--- config.mk ---
export PLATFORM = sky130hd
export DESIGN_NAME = arb_burst_mux
export DESIGN_NICKNAME = d
export VERILOG_FILES = /design/src/rtl/arb_pkg.sv /design/src/rtl/skid_buf2.sv /design/src/rtl/arb_burst_mux.sv
export SDC_FILE = /design/constraint.sdc
export NUM_CORES = 1
export LEC_CHECK = 0
export ABC_AREA = 1
export BUFFER_PORTS_ARGS = -buffer_cell sky130_fd_sc_hd__buf_2
export CAP_MARGIN = 0
export CORE_ASPECT_RATIO = 0.7
export CORE_UTILIZATION = 50
export DETAILED_ROUTE_END_ITERATION = 8
export PLACE_DENSITY_LB_ADDON = 0.15
export RECOVER_POWER = 100
export SETUP_SLACK_MARGIN = 0.02
export SLEW_MARGIN = 10
export SYNTH_ARGS = -nofsm -noshare
export SYNTH_HDL_FRONTEND = slang
export SYNTH_SLANG_ARGS = --single-unit
--- constraint.sdc ---
create_clock -name clk -period 2 [get_ports clk]
set_input_delay 0.4 -clock clk [delete_from_list [all_inputs] [get_ports clk]]
set_output_delay 0.4 -clock clk [all_outputs]
set_load 0.005 [all_outputs]
--- src/rtl/arb_pkg.sv ---
// Shared types and helpers for the burst-locking arbiter front end.
//   state_t        : lock FSM states (IDLE presents requests, LOCKED streams one burst).
//   beat_t         : {data, src, last} beat layout at the default widths.
//   lowest_onehot  : isolates the lowest set bit of a request/grant vector.
//   onehot_to_idx  : binary index of a one-hot vector.
// Helpers work on MAX_REQ-wide vectors; callers zero-extend and size-cast the results.
package arb_pkg;

    localparam int unsigned MAX_REQ     = 32;
    localparam int unsigned IDX_W       = $clog2(MAX_REQ);
    localparam int unsigned NUM_REQ_DEF = 4;
    localparam int unsigned DATA_W_DEF  = 32;
    localparam int unsigned SRC_W_DEF   = $clog2(NUM_REQ_DEF);

    typedef enum logic {
        IDLE,
        LOCKED
    } state_t;

    typedef struct packed {
        logic [DATA_W_DEF-1:0] data;
        logic [SRC_W_DEF-1:0]  src;
        logic                  last;
    } beat_t;

    // Two's-complement trick: vec & -vec keeps only the lowest set bit.
    function automatic logic [MAX_REQ-1:0] lowest_onehot(input logic [MAX_REQ-1:0] vec);
        return vec & (~vec + MAX_REQ'(1));
    endfunction

    // OR-reduction of indices; exact for one-hot input, zero for an all-zero vector.
    function automatic logic [IDX_W-1:0] onehot_to_idx(input logic [MAX_REQ-1:0] vec);
        logic [IDX_W-1:0] idx;
        idx = '0;
        for (int i = 0; i < MAX_REQ; i++) begin
            if (vec[i]) begin
                idx = idx | IDX_W'(i);
            end
        end
        return idx;
    endfunction

endpackage

--- src/rtl/skid_buf2.sv ---
// Generic 2-entry FIFO register stage with a valid/ready output side.
//   clk, rst_n   : clock, asynchronous active-low reset
//   i_push       : write i_data this cycle (ignored while full)
//   i_data       : entry to write
//   i_pop_ready  : downstream accepts the head entry
//   o_data       : head entry (output is valid while o_count != 0)
//   o_full       : both entries occupied
//   o_count      : number of entries held (0..2)
module skid_buf2 #(
    parameter int unsigned WIDTH = 8
) (
    input  logic             clk,
    input  logic             rst_n,
    input  logic             i_push,
    input  logic [WIDTH-1:0] i_data,
    input  logic             i_pop_ready,
    output logic [WIDTH-1:0] o_data,
    output logic             o_full,
    output logic [1:0]       o_count
);

    logic [WIDTH-1:0] r_head;
    logic [WIDTH-1:0] r_tail;
    logic [1:0]       r_count;
    logic             w_push;
    logic             w_pop;

    assign w_push  = i_push && (r_count != 2'd2);
    assign w_pop   = (r_count != 2'd0) && i_pop_ready;
    assign o_data  = r_head;
    assign o_full  = (r_count == 2'd2);
    assign o_count = r_count;

    always_ff @(posedge clk or negedge rst_n) begin
        if (!rst_n) begin
            r_head  <= '0;
            r_tail  <= '0;
            r_count <= 2'd0;
        end else begin
            case (r_count)
                2'd0: begin
                    if (w_push) begin
                        r_head  <= i_data;
                        r_count <= 2'd1;
                    end
                end
                2'd1: begin
                    // Push and pop together: new entry replaces the departing head.
                    if (w_push && w_pop) begin
                        r_head <= i_data;
                    end else if (w_push) begin
                        r_tail  <= i_data;
                        r_count <= 2'd2;
                    end else if (w_pop) begin
                        r_count <= 2'd0;
                    end
                end
                2'd2: begin
                    if (w_pop) begin
                        r_head  <= r_tail;
                        r_count <= 2'd1;
                    end
                end
                default: r_count <= 2'd0;
            endcase
        end
    end

endmodule

--- src/rtl/arb_burst_mux.sv ---
// Burst-locking front end for an external fixed-priority arbiter.
// Presents requests to the arbiter while idle, locks onto the granted requester until its
// last beat, and funnels the winner's beats through a 2-entry skid buffer.
//   clk, rst_n                  : clock, asynchronous active-low reset
//   i_req_valid/data/last       : per-requester beat channel (data packed DATA_W per requester)
//   o_req_ready                 : per-requester accept, at most one bit set
//   o_arb_req, i_arb_grant      : request/grant pair to the external arbiter
//   o_out_valid/data/src/last   : output beat channel, i_out_ready is downstream accept
module arb_burst_mux
    import arb_pkg::*;
#(
    parameter  int unsigned NUM_REQ = 4,
    parameter  int unsigned DATA_W  = 32,
    localparam int unsigned SRC_W   = $clog2(NUM_REQ)
) (
    input  logic                      clk,
    input  logic                      rst_n,
    input  logic [NUM_REQ-1:0]        i_req_valid,
    input  logic [NUM_REQ*DATA_W-1:0] i_req_data,
    input  logic [NUM_REQ-1:0]        i_req_last,
    output logic [NUM_REQ-1:0]        o_req_ready,
    output logic [NUM_REQ-1:0]        o_arb_req,
    input  logic [NUM_REQ-1:0]        i_arb_grant,
    output logic                      o_out_valid,
    output logic [DATA_W-1:0]         o_out_data,
    output logic [SRC_W-1:0]          o_out_src,
    output logic                      o_out_last,
    input  logic                      i_out_ready
);

    localparam int unsigned BEAT_W = DATA_W + SRC_W + 1;

    state_t               r_state;
    state_t               w_state_d;
    logic [NUM_REQ-1:0]   r_lock_oh;
    logic [NUM_REQ-1:0]   w_lock_oh_d;
    logic [SRC_W-1:0]     r_lock_idx;
    logic [SRC_W-1:0]     w_lock_idx_d;

    logic [MAX_REQ-1:0]   w_pick_wide;
    logic [DATA_W-1:0]    w_sel_data;
    logic                 w_sel_valid;
    logic                 w_sel_last;
    logic                 w_full;
    logic [1:0]           w_count;
    logic                 w_xfer;
    logic [BEAT_W-1:0]    w_head;

    // Grants to non-requesting ports are masked; a non-one-hot grant resolves to its lowest bit.
    assign w_pick_wide = lowest_onehot(MAX_REQ'(i_arb_grant & i_req_valid));

    // Locked requester's channel, selected by the registered one-hot lock.
    always_comb begin
        w_sel_data  = '0;
        w_sel_valid = 1'b0;
        w_sel_last  = 1'b0;
        for (int i = 0; i < NUM_REQ; i++) begin
            if (r_lock_oh[i]) begin
                w_sel_data  = i_req_data[i*DATA_W +: DATA_W];
                w_sel_valid = i_req_valid[i];
                w_sel_last  = i_req_last[i];
            end
        end
    end

    assign w_xfer = (r_state == LOCKED) && w_sel_valid && !w_full;

    always_comb begin
        w_state_d    = r_state;
        w_lock_oh_d  = r_lock_oh;
        w_lock_idx_d = r_lock_idx;
        o_arb_req    = '0;
        o_req_ready  = '0;
        case (r_state)
            IDLE: begin
                o_arb_req = i_req_valid;
                if (|w_pick_wide) begin
                    w_lock_oh_d  = NUM_REQ'(w_pick_wide);
                    w_lock_idx_d = SRC_W'(onehot_to_idx(w_pick_wide));
                    w_state_d    = LOCKED;
                end
            end
            LOCKED: begin
                // Depends on registered state only, never on i_out_ready.
                if (!w_full) begin
                    o_req_ready = r_lock_oh;
                end
                if (w_xfer && w_sel_last) begin
                    w_state_d = IDLE;
                end
            end
            default: w_state_d = IDLE;
        endcase
    end

    always_ff @(posedge clk or negedge rst_n) begin
        if (!rst_n) begin
            r_state    <= IDLE;
            r_lock_oh  <= '0;
            r_lock_idx <= '0;
        end else begin
            r_state    <= w_state_d;
            r_lock_oh  <= w_lock_oh_d;
            r_lock_idx <= w_lock_idx_d;
        end
    end

    skid_buf2 #(
        .WIDTH (BEAT_W)
    ) u_skid (
        .clk         (clk),
        .rst_n       (rst_n),
        .i_push      (w_xfer),
        .i_data      ({w_sel_data, r_lock_idx, w_sel_last}),
        .i_pop_ready (i_out_ready),
        .o_data      (w_head),
        .o_full      (w_full),
        .o_count     (w_count)
    );

    assign o_out_valid = (w_count != 2'd0);
    assign {o_out_data, o_out_src, o_out_last} = w_head;

endmodule

# ---- Word-level counts from Yosys, hierarchy flattened
# Index checks and enable logic that the tools add are counted.
dict set report totals {
  wordCells 180
  out_inout_bits 44
  regBits 79
}
dict set report op_classes {
  eq_ne 9
  n_addsub 1
  bitwise 4
  n_reduce_logical 16
  mux 144
}
# operator n
set ops {}
lappend ops {{2-to-1 mux 35 bit} 10}
lappend ops {{2-to-1 mux 5 bit} 68}
lappend ops {{2-to-1 mux 32 bit} 4}
lappend ops {{case mux 35 bit (3 select lines)} 1}
lappend ops {{2-to-1 mux 4 bit} 14}
lappend ops {{2-to-1 mux 2 bit} 27}
lappend ops {{adder 32 x 1 -> 32 bit, second input constant} 1}
lappend ops {{bitwise AND 4 x 32 -> 32 bit} 1}
lappend ops {{NOT 4 -> 32 bit} 1}
lappend ops {{OR reduction 32 bit} 1}
lappend ops {{2-to-1 mux 1 bit} 14}
lappend ops {{2-to-1 mux 3 bit} 4}
lappend ops {{inequality test 2 x 1 -> 1 bit, second input constant} 4}
lappend ops {{AND reduction 4 bit} 2}
lappend ops {{logical AND 1 bit} 6}
lappend ops {{case mux 2 bit (3 select lines)} 1}
lappend ops {{bitwise AND 4 bit} 1}
lappend ops {{inequality test 2 bit, second input constant} 2}
lappend ops {{nonzero test 2 bit} 2}
lappend ops {{inequality test 3 x 1 -> 1 bit, second input constant} 1}
lappend ops {{AND reduction 3 bit} 1}
lappend ops {{nonzero test 3 bit} 1}
lappend ops {{== test 2 x 1 -> 1 bit, second input constant} 1}
lappend ops {{== test 2 bit, second input constant} 1}
lappend ops {{5 further kinds} 5}

# ---- Longest topological paths before layout
# Gate-level depths: netlist of the first run.
dict set report logic_depth {
  word_depth 101
  ltp_mapped 11
  depth_no_buf 9
}

# ---- Hierarchy
# From an unflattened synthesis of the first run, not the netlist that was laid out.
dict set report hier_totals {
  hier_cells 747
  area_unflattened_um2 5011.1
}
# module n_inst cells_each area_each_um2
set by_module_without_submodules {}
lappend by_module_without_submodules {skid_buf2 1 428 3455.8}
lappend by_module_without_submodules {arb_burst_mux 1 319 1555.2}

# ---- Worst setup path before layout of the first run
# No wires, ideal clock.
dict set report synth_timing {
  path_type {reg2out}
  startpoint {register u_skid.r_count[1] (netlist: u_skid.o_count[1])}
  endpoint {output o_req_ready[0]}
  required_time_ns 1.600
  path_stages_with_launch 7
  slack_ns 0.601
  n_path_buf 1
  arrival_ns 0.999
  path_cell_list {dfrtp_1 inv_2 nor2_4 inv_2 buf_2 nand2_1 nor2_1}
}
dict set report synth_between {
  elab_chain_len 4
}
# item line_no
set synth_rtl {}
lappend synth_rtl {{start, declared} skid_buf2.sv:24} ;# logic [1:0] r_count;
lappend synth_rtl {{start signal, assigned} skid_buf2.sv:38} ;# r_count <= 2'd0;
lappend synth_rtl {{start signal, assigned} skid_buf2.sv:44} ;# r_count <= 2'd1;
lappend synth_rtl {{start signal, assigned} skid_buf2.sv:53} ;# r_count <= 2'd2;
lappend synth_rtl {{== test 2 bit} skid_buf2.sv:31} ;# assign o_full = (r_count == 2'd2);
lappend synth_rtl {{2-to-1 mux 4 bit} arb_burst_mux.sv:85} ;# if (!w_full) begin
lappend synth_rtl {{2-to-1 mux 4 bit (2 in series)} arb_burst_mux.sv:74} ;# case (r_state)
lappend synth_rtl {{end, declared} arb_burst_mux.sv:21} ;# output logic [NUM_REQ-1:0] o_req_ready,
# Every way passes these cells. The select of a mux whose other input is x is not followed.

# ---- Worst setup path in the final report of the first run
dict set report layout_timing {
  startpoint {register r_lock_oh[2]}
  endpoint {output o_req_ready[2]}
}
dict set report layout_between {
  elab_chain_len 3
}
# item line_no
set layout_rtl {}
lappend layout_rtl {{start, declared} arb_burst_mux.sv:35} ;# logic [NUM_REQ-1:0] r_lock_oh;
lappend layout_rtl {{start signal, assigned} arb_burst_mux.sv:103} ;# r_lock_oh <= w_lock_oh_d;
lappend layout_rtl {{2-to-1 mux 4 bit} arb_burst_mux.sv:85}
lappend layout_rtl {{2-to-1 mux 4 bit (2 in series)} arb_burst_mux.sv:74}
# Every way passes these cells. The select of a mux whose other input is x is not followed.

==> results of run 1 <==
-- kinds of logic after synthesis --
kind of cell | Yosys count | share of synthesized area [%]
AND/OR/NAND/NOR | 515 | 45.0
buffers and inverters | 65 | 6.40
AO/OA/AOI/OAI | 80 | 8.19
flip-flops | 79 | 40.5
-- flip-flops by register name, indices dropped and copies added, names as in the netlist --
name,count
u_skid.o_data,35
r_lock_oh,4
u_skid.o_count,2
r_lock_idx,2
u_skid.r_tail,35
r_state,1
-- cells in the final DEF (no fill, tap or decap), drive strengths merged --
master    instances
buf             182
nand3b            1
nand3           104
clkinv            1
clkbuf           34
or2              33
nor3              1
nor2             14
nand2           360
a21oi            36
clkinvlp          1
dfrtp            79
inv              18
o21ai            44
bufinv            3
nand4             2
-- layer usage --
metal | wire length [um] | part of all wire [%] | global-route usage (%)
met5 | 0 | 0 | 0
met4 | 250 | 1.6 | 8.75
met3 | 1600 | 10 | 6.39
met2 | 7020 | 45 | 51.7
met1 | 6790 | 43 | 43.0
-- cell usage after synthesis --
cell type and n:
sky130_fd_sc_hd__a21oi_1 36, sky130_fd_sc_hd__buf_1 3, sky130_fd_sc_hd__buf_2 19, sky130_fd_sc_hd__buf_4 4
sky130_fd_sc_hd__buf_6 3, sky130_fd_sc_hd__clkbuf_1 16, sky130_fd_sc_hd__clkbuf_2 2, sky130_fd_sc_hd__dfrtp_1 79
sky130_fd_sc_hd__inv_1 11, sky130_fd_sc_hd__inv_2 5, sky130_fd_sc_hd__inv_4 2, sky130_fd_sc_hd__nand2_1 357
sky130_fd_sc_hd__nand2_2 1, sky130_fd_sc_hd__nand2_4 2, sky130_fd_sc_hd__nand3_1 103, sky130_fd_sc_hd__nand3_2 1
sky130_fd_sc_hd__nand3b_1 1, sky130_fd_sc_hd__nand4_1 1, sky130_fd_sc_hd__nand4_2 1, sky130_fd_sc_hd__nor2_1 11
sky130_fd_sc_hd__nor2_2 2, sky130_fd_sc_hd__nor2_4 1, sky130_fd_sc_hd__nor3_1 1, sky130_fd_sc_hd__o21ai_0 22
sky130_fd_sc_hd__o21ai_1 22, sky130_fd_sc_hd__or2_2 33
-- worst max-delay path: stages, from the launching register on --
cell and delay [ns]:
sky130_fd_sc_hd__dfrtp_1 0.42, sky130_fd_sc_hd__inv_4 0.20, sky130_fd_sc_hd__clkbuf_4 0.34, sky130_fd_sc_hd__nor2_1 0.08
sky130_fd_sc_hd__buf_2 0.13
-- final timing paths --
check	slack, ns	end	startpoint	depth (start not counted)
setup reg to reg	0.23	u_skid.o_data[0]$_DFFE_PN0P_	r_lock_oh[1]$_DFFE_PN0P_	9
hold / removal	0.25	r_lock_oh[0]$_DFFE_PN0P_	rst_n	1
max in group asynchronous	0.55	u_skid.o_data[8]$_DFFE_PN0P_	rst_n	2
setup / recovery	0.11	o_req_ready[2]	r_lock_oh[2]$_DFFE_PN0P_	4
min in group clk	0.35	u_skid.o_count[1]$_DFFE_PN0P_	i_out_ready	2
hold reg to reg	0.48	u_skid.o_data[14]$_DFFE_PN0P_	u_skid.o_data[14]$_DFFE_PN0P_	2
-- cell type report --
type                            count  area share [%]
Multi-Input combinational cell    595            41.7
Timing Repair Buffer              205            17.2
Sequential cell                    79            31.9
Tap cell                          124            2.50
Clock inverter                      5            1.72
Inverter                           18            1.17
Clock buffer                       11            3.76
-- per-stage QoR --
step | total power, W | instances
6_report | 0.00997 | 1037
5_1_grt | 0.0108 | 1037
4_1_cts | 0.0100 | 1037
3_5_place_dp | 0.00811 | 1021
3_3_place_gp | 0.00789 | 1021
2_1_floorplan | 0.00649 | 739
-- report_power, final --
group          total [W]  switching [W]  internal (W)
combinational    0.00533        0.00350       0.00182
sequential       0.00277       0.000441       0.00233
clock            0.00187       0.000648       0.00122
total            0.00997        0.00459       0.00537
==> parameters.txt, run 1 <==
Parameter                              Value

Placed design
  Routability Congestion    between 0.8 and 0.9
  Cell Area, Placed    5910 um2
  Port bufs    186
  Placement-stage worst setup slack    0.243 ns
  HPWL after detailed placement    11.1 mm

Setup path
  WS Path Type    register to primary output
  Data arrival, critical path    1.49 ns
  Critical path capture point type    primary output
  Largest fanout of any net on the critical path    19
  Nature of the critical path startpoint    register
  Worst endpoint required time    1.60 ns

Power
  Peak supply drop    approximately 0.77 mV
  Ratio of total power to cell area    approximately 1600 nW/um2
  Cell leakage power    3.54 nW

Die
  Height of the chip    84.7 um
  Placement row count    29
  Top-level I/O count    187
  Placeable core region    9290 um2
  Die width    120 um
  Starting utilization of the core area    52.6%
  Die Footprint    roughly 10000 um2

Worst hold path
  Kind of path behind the tightest hold check    primary input to asynchronous set/reset pin

Run
  MaxCap Viol Count    0

Layout
  Finished Cell Area    6200 um2
  Total number of nets in the final design    ~1.1k
  Filler Cell Count    about 870
  Number of diodes    0
  Footprint of the multi-input gates    2590 um2
  Area taken by flip-flops and latches    1980 um2
  Area growth from synthesis to final layout    26.8%
  Layout Utilization    66.7%
  Layout cell share with drive strength beyond 1    27.2%

GRT
  Vias in the first global route    5309
  Total congestion overflow after global routing    0
  Pin count of the biggest net entering global routing    43
  Initial antenna violation count    0
  Global-route wire length before repair    around 25 mm
  Global-route total usage across every layer    31.7%

STA
  Max Transition Viols Final    0
  Shortest period the worst path allows    roughly 1.9 ns
  Final Setup Violations    0
  RSZ-0062 raised after global routing    false
  Setup tns final    0 ns
  Final-layout worst hold slack    0.249 ns
  Final period util    94.7%
  Worst clock skew    roughly 0.0099 ns
  Transition time at the pin with the least slew margin    1.06 ns
  PnR worst setup slack    0.105 ns
  FMAX    528 MHz
  Hold violation count in the final report    0
  Headroom to the max-slew limit    29.4%

Synthesis
  Mean area per synthesized cell    approximately 6.6 um2
  Area of the mapped netlist    4890 um2
  Synth Net Count    roughly 900
  Main area contributors after synthesis    sky130_fd_sc_hd__dfrtp_1, sky130_fd_sc_hd__nand2_1, sky130_fd_sc_hd__nand3_1
  Synth cell types    26
  Gate Count Post-Synth    739
  Synthesized flop and latch total    around 80
  Cell accounting for the most synthesized area    sky130_fd_sc_hd__dfrtp_1
  Number of warnings issued by yosys    0
  Share of the yosys chip area belonging to registers    40.5%
  Top-area cell type share of the netlist area    ~40%

Clock tree
  Num Clock Sinks    79
  Hold buffers post-CTS    0
  Max clock buf depth    2
  CTS buffer count    9
  Post-CTS setup buffer count    0
  Clock network latency to the later pin of the worst-skew pair    0.33 ns
  TritonCTS clock tree    done
  Buffer cell driving the clock tree root    sky130_fd_sc_hd__clkbuf_16
  H-tree depth    3
  Clock-pin transition on the worst setup and hold timing paths    0.06 ns
  Total of cells resized after clock tree synthesis    0

Detailed routing
  Number of iterations in the first detailed-routing pass    5
  Number of vias per cell after detailed routing    5.41
  Average wire per standard cell    15.1 um
  Wire length after detailed routing    15.7 mm
  Antenna Nets Post-Route    0
  Detailed-route via count    5609
  Number of DRC violations after detailed routing    0
  Detailed router's first-iteration violation count    between 400 and 500

Outcome
  Result of the run    completed
Note: power is estimated with default switching activity, not from simulation.
==> inputs of run 2 (changes only) <==
- RECOVER_POWER: 100 -> 50
==> parameters.txt, run 2 (synthesis gave the netlist of run 1 again) <==
Parameter                              Value

Outcome
  Result of the run    completed

Power
  Cell leakage power    3.57 nW (+1.0%)
  Total power after layout    0.0100 W (+0.81%)
  Peak supply drop    0.765 mV (-0.33%)
  Ratio of total power to cell area    1610 nW/um2 (+0.28%)

Layout
  Layout cell share with drive strength beyond 1    28.6% (+1.4 points)
  Most common cell after layout, fill and taps aside    sky130_fd_sc_hd__nand2_1
  Highest-count cells in the layout ignoring fill and taps    sky130_fd_sc_hd__nand2_1, sky130_fd_sc_hd__buf_2, sky130_fd_sc_hd__nand3_1, sky130_fd_sc_hd__dfrtp_1, sky130_fd_sc_hd__a21oi_1
  Layout Utilization    67.1% (+0.35 points)
  Filler Cell Count    857 (-1.0%)
  Area growth from synthesis to final layout    27.4%
  Finished Cell Area    6230 um2 (+0.53%)
  Total number of nets in the final design    1051 (unchanged)
  Number of diodes    0 (unchanged)

Detailed routing
  Detailed-route via count    5610 (+0.018%)
  Number of iterations in the first detailed-routing pass    5 (unchanged)
  Number of vias per cell after detailed routing    5.41 (about the same)
  Wire length after detailed routing    15.7 mm (+0.19%)
  Average wire per standard cell    15.1 um (+0.19%)
  Number of DRC violations after detailed routing    0 (unchanged)
  Detailed router's first-iteration violation count    434 (-2.9%)
  Antenna Nets Post-Route    0 (unchanged)

STA
  Setup tns final    0 ns (unchanged)
  Hold violation count in the final report    0 (unchanged)
  FMAX    539 MHz (+2.1%)
  Final-layout worst hold slack    0.250 ns (+0.00113 ns)
  Shortest period the worst path allows    1.86 ns (-0.0397 ns)
  RSZ-0062 raised after global routing    false
  Max Transition Viols Final    0 (unchanged)
  Headroom to the max-slew limit    28.8% (-0.66 points)
  Transition time at the pin with the least slew margin    1.07 ns (+0.00985 ns)
  Final period util    92.8% (-2.0 points)
  Final Setup Violations    0 (unchanged)
  Worst clock skew    0.00589 ns (-0.00396 ns)

GRT
  Vias in the first global route    5309 (unchanged)
  Total congestion overflow after global routing    0 (unchanged)
  Initial antenna violation count    0 (unchanged)
  Global-route total usage across every layer    31.7% (unchanged)
  Pin count of the biggest net entering global routing    43 (unchanged)
  Global-route wire length before repair    25.3 mm (unchanged)

Die
  Die Footprint    10200 um2 (unchanged)
  Top-level I/O count    187 (unchanged)
  Placeable core region    9290 um2 (unchanged)
  Die width    120 um (unchanged)
  Height of the chip    84.7 um (unchanged)
  Starting utilization of the core area    52.6% (unchanged)
  Placement row count    29 (unchanged)

Run
  MaxCap Viol Count    0 (unchanged)

Setup path
  Nature of the critical path startpoint    register
  WS Path Type    register to primary output
  Critical path capture point type    primary output
  Largest fanout of any net on the critical path    19 (unchanged)
  Data arrival, critical path    1.46 ns (-0.03 ns)
  Worst endpoint required time    1.60 ns (about the same)

Clock tree
  Post-CTS setup buffer count    0 (unchanged)
  Hold buffers post-CTS    0 (unchanged)
  Total of cells resized after clock tree synthesis    0 (unchanged)
  H-tree depth    3 (unchanged)
  Clock-pin transition on the worst setup and hold timing paths    0.06 ns (about the same)
  CTS buffer count    9 (unchanged)
  TritonCTS clock tree    done
  Buffer cell driving the clock tree root    sky130_fd_sc_hd__clkbuf_16
  Clock network latency to the later pin of the worst-skew pair    0.33 ns (about the same)
  Num Clock Sinks    79 (unchanged)
  Max clock buf depth    2 (unchanged)

Worst hold path
  Kind of path behind the tightest hold check    primary input to asynchronous set/reset pin

Placed design
  HPWL after detailed placement    11.1 mm (unchanged)
  Routability Congestion    0.870 (unchanged)
  Port bufs    186 (unchanged)
  Cell Area, Placed    5910 um2 (unchanged)
==> run 2: power by group <==
part | total (W) | internal, W | switching, W
clock | 0.00186 | 0.00122 | 0.000642
sequential | 0.00276 | 0.00233 | 0.000437
combinational | 0.00542 | 0.00187 | 0.00355
==> run 2: path summary, 6_finish.rpt <==
path | start | endpoint | slack [ns] | cells after the start
min in group clk | i_out_ready | u_skid.o_count[1]$_DFFE_PN0P_ | 0.35 | 2
min reg2reg | u_skid.o_data[14]$_DFFE_PN0P_ | u_skid.o_data[14]$_DFFE_PN0P_ | 0.48 | 2
min | rst_n | r_lock_oh[0]$_DFFE_PN0P_ | 0.25 | 1
max in group asynchronous | rst_n | u_skid.o_data[8]$_DFFE_PN0P_ | 0.55 | 2
max reg2reg | r_lock_oh[1]$_DFFE_PN0P_ | u_skid.o_data[0]$_DFFE_PN0P_ | 0.23 | 9
max | r_lock_oh[2]$_DFFE_PN0P_ | o_req_ready[2] | 0.14 | 4
==> run 2: through the flow <==
step	setup slack, ns	cells
4_1_cts	0.143	1037
3_5_place_dp	0.243	1021
3_3_place_gp	0.252	1021
5_1_grt	0.0882	1037
6_report	0.145	1037
2_1_floorplan	0.601	739
==> run 2: cell type report <==
class / instances / area (um2) / share of cell area, %
sequential: 79 / 1980 / 31.7
tap: 124 / 155 / 2.49
multi-input combinational: 595 / 2610 / 41.8
clock buffer: 11 / 233 / 3.74
timing repair buffer: 205 / 1080 / 17.3
inverter: 18 / 72.6 / 1.17
clock inverter: 5 / 106 / 1.71
==> run 2: worst max-delay path: stages, from the launching register on <==
cell and delay, ns:
sky130_fd_sc_hd__dfrtp_1 0.41, sky130_fd_sc_hd__inv_4 0.20, sky130_fd_sc_hd__buf_4 0.30, sky130_fd_sc_hd__nor2_1 0.07, sky130_fd_sc_hd__buf_2 0.13
==> run 2: metal layers <==
metal,GRT usage (%),routed length [um],vias to the layer above
met5,0,0,-
met4,8.75,231,0
met3,6.39,1600,19
met2,51.7,7080,331
met1,43.0,6780,2559
li1,-,-,2701
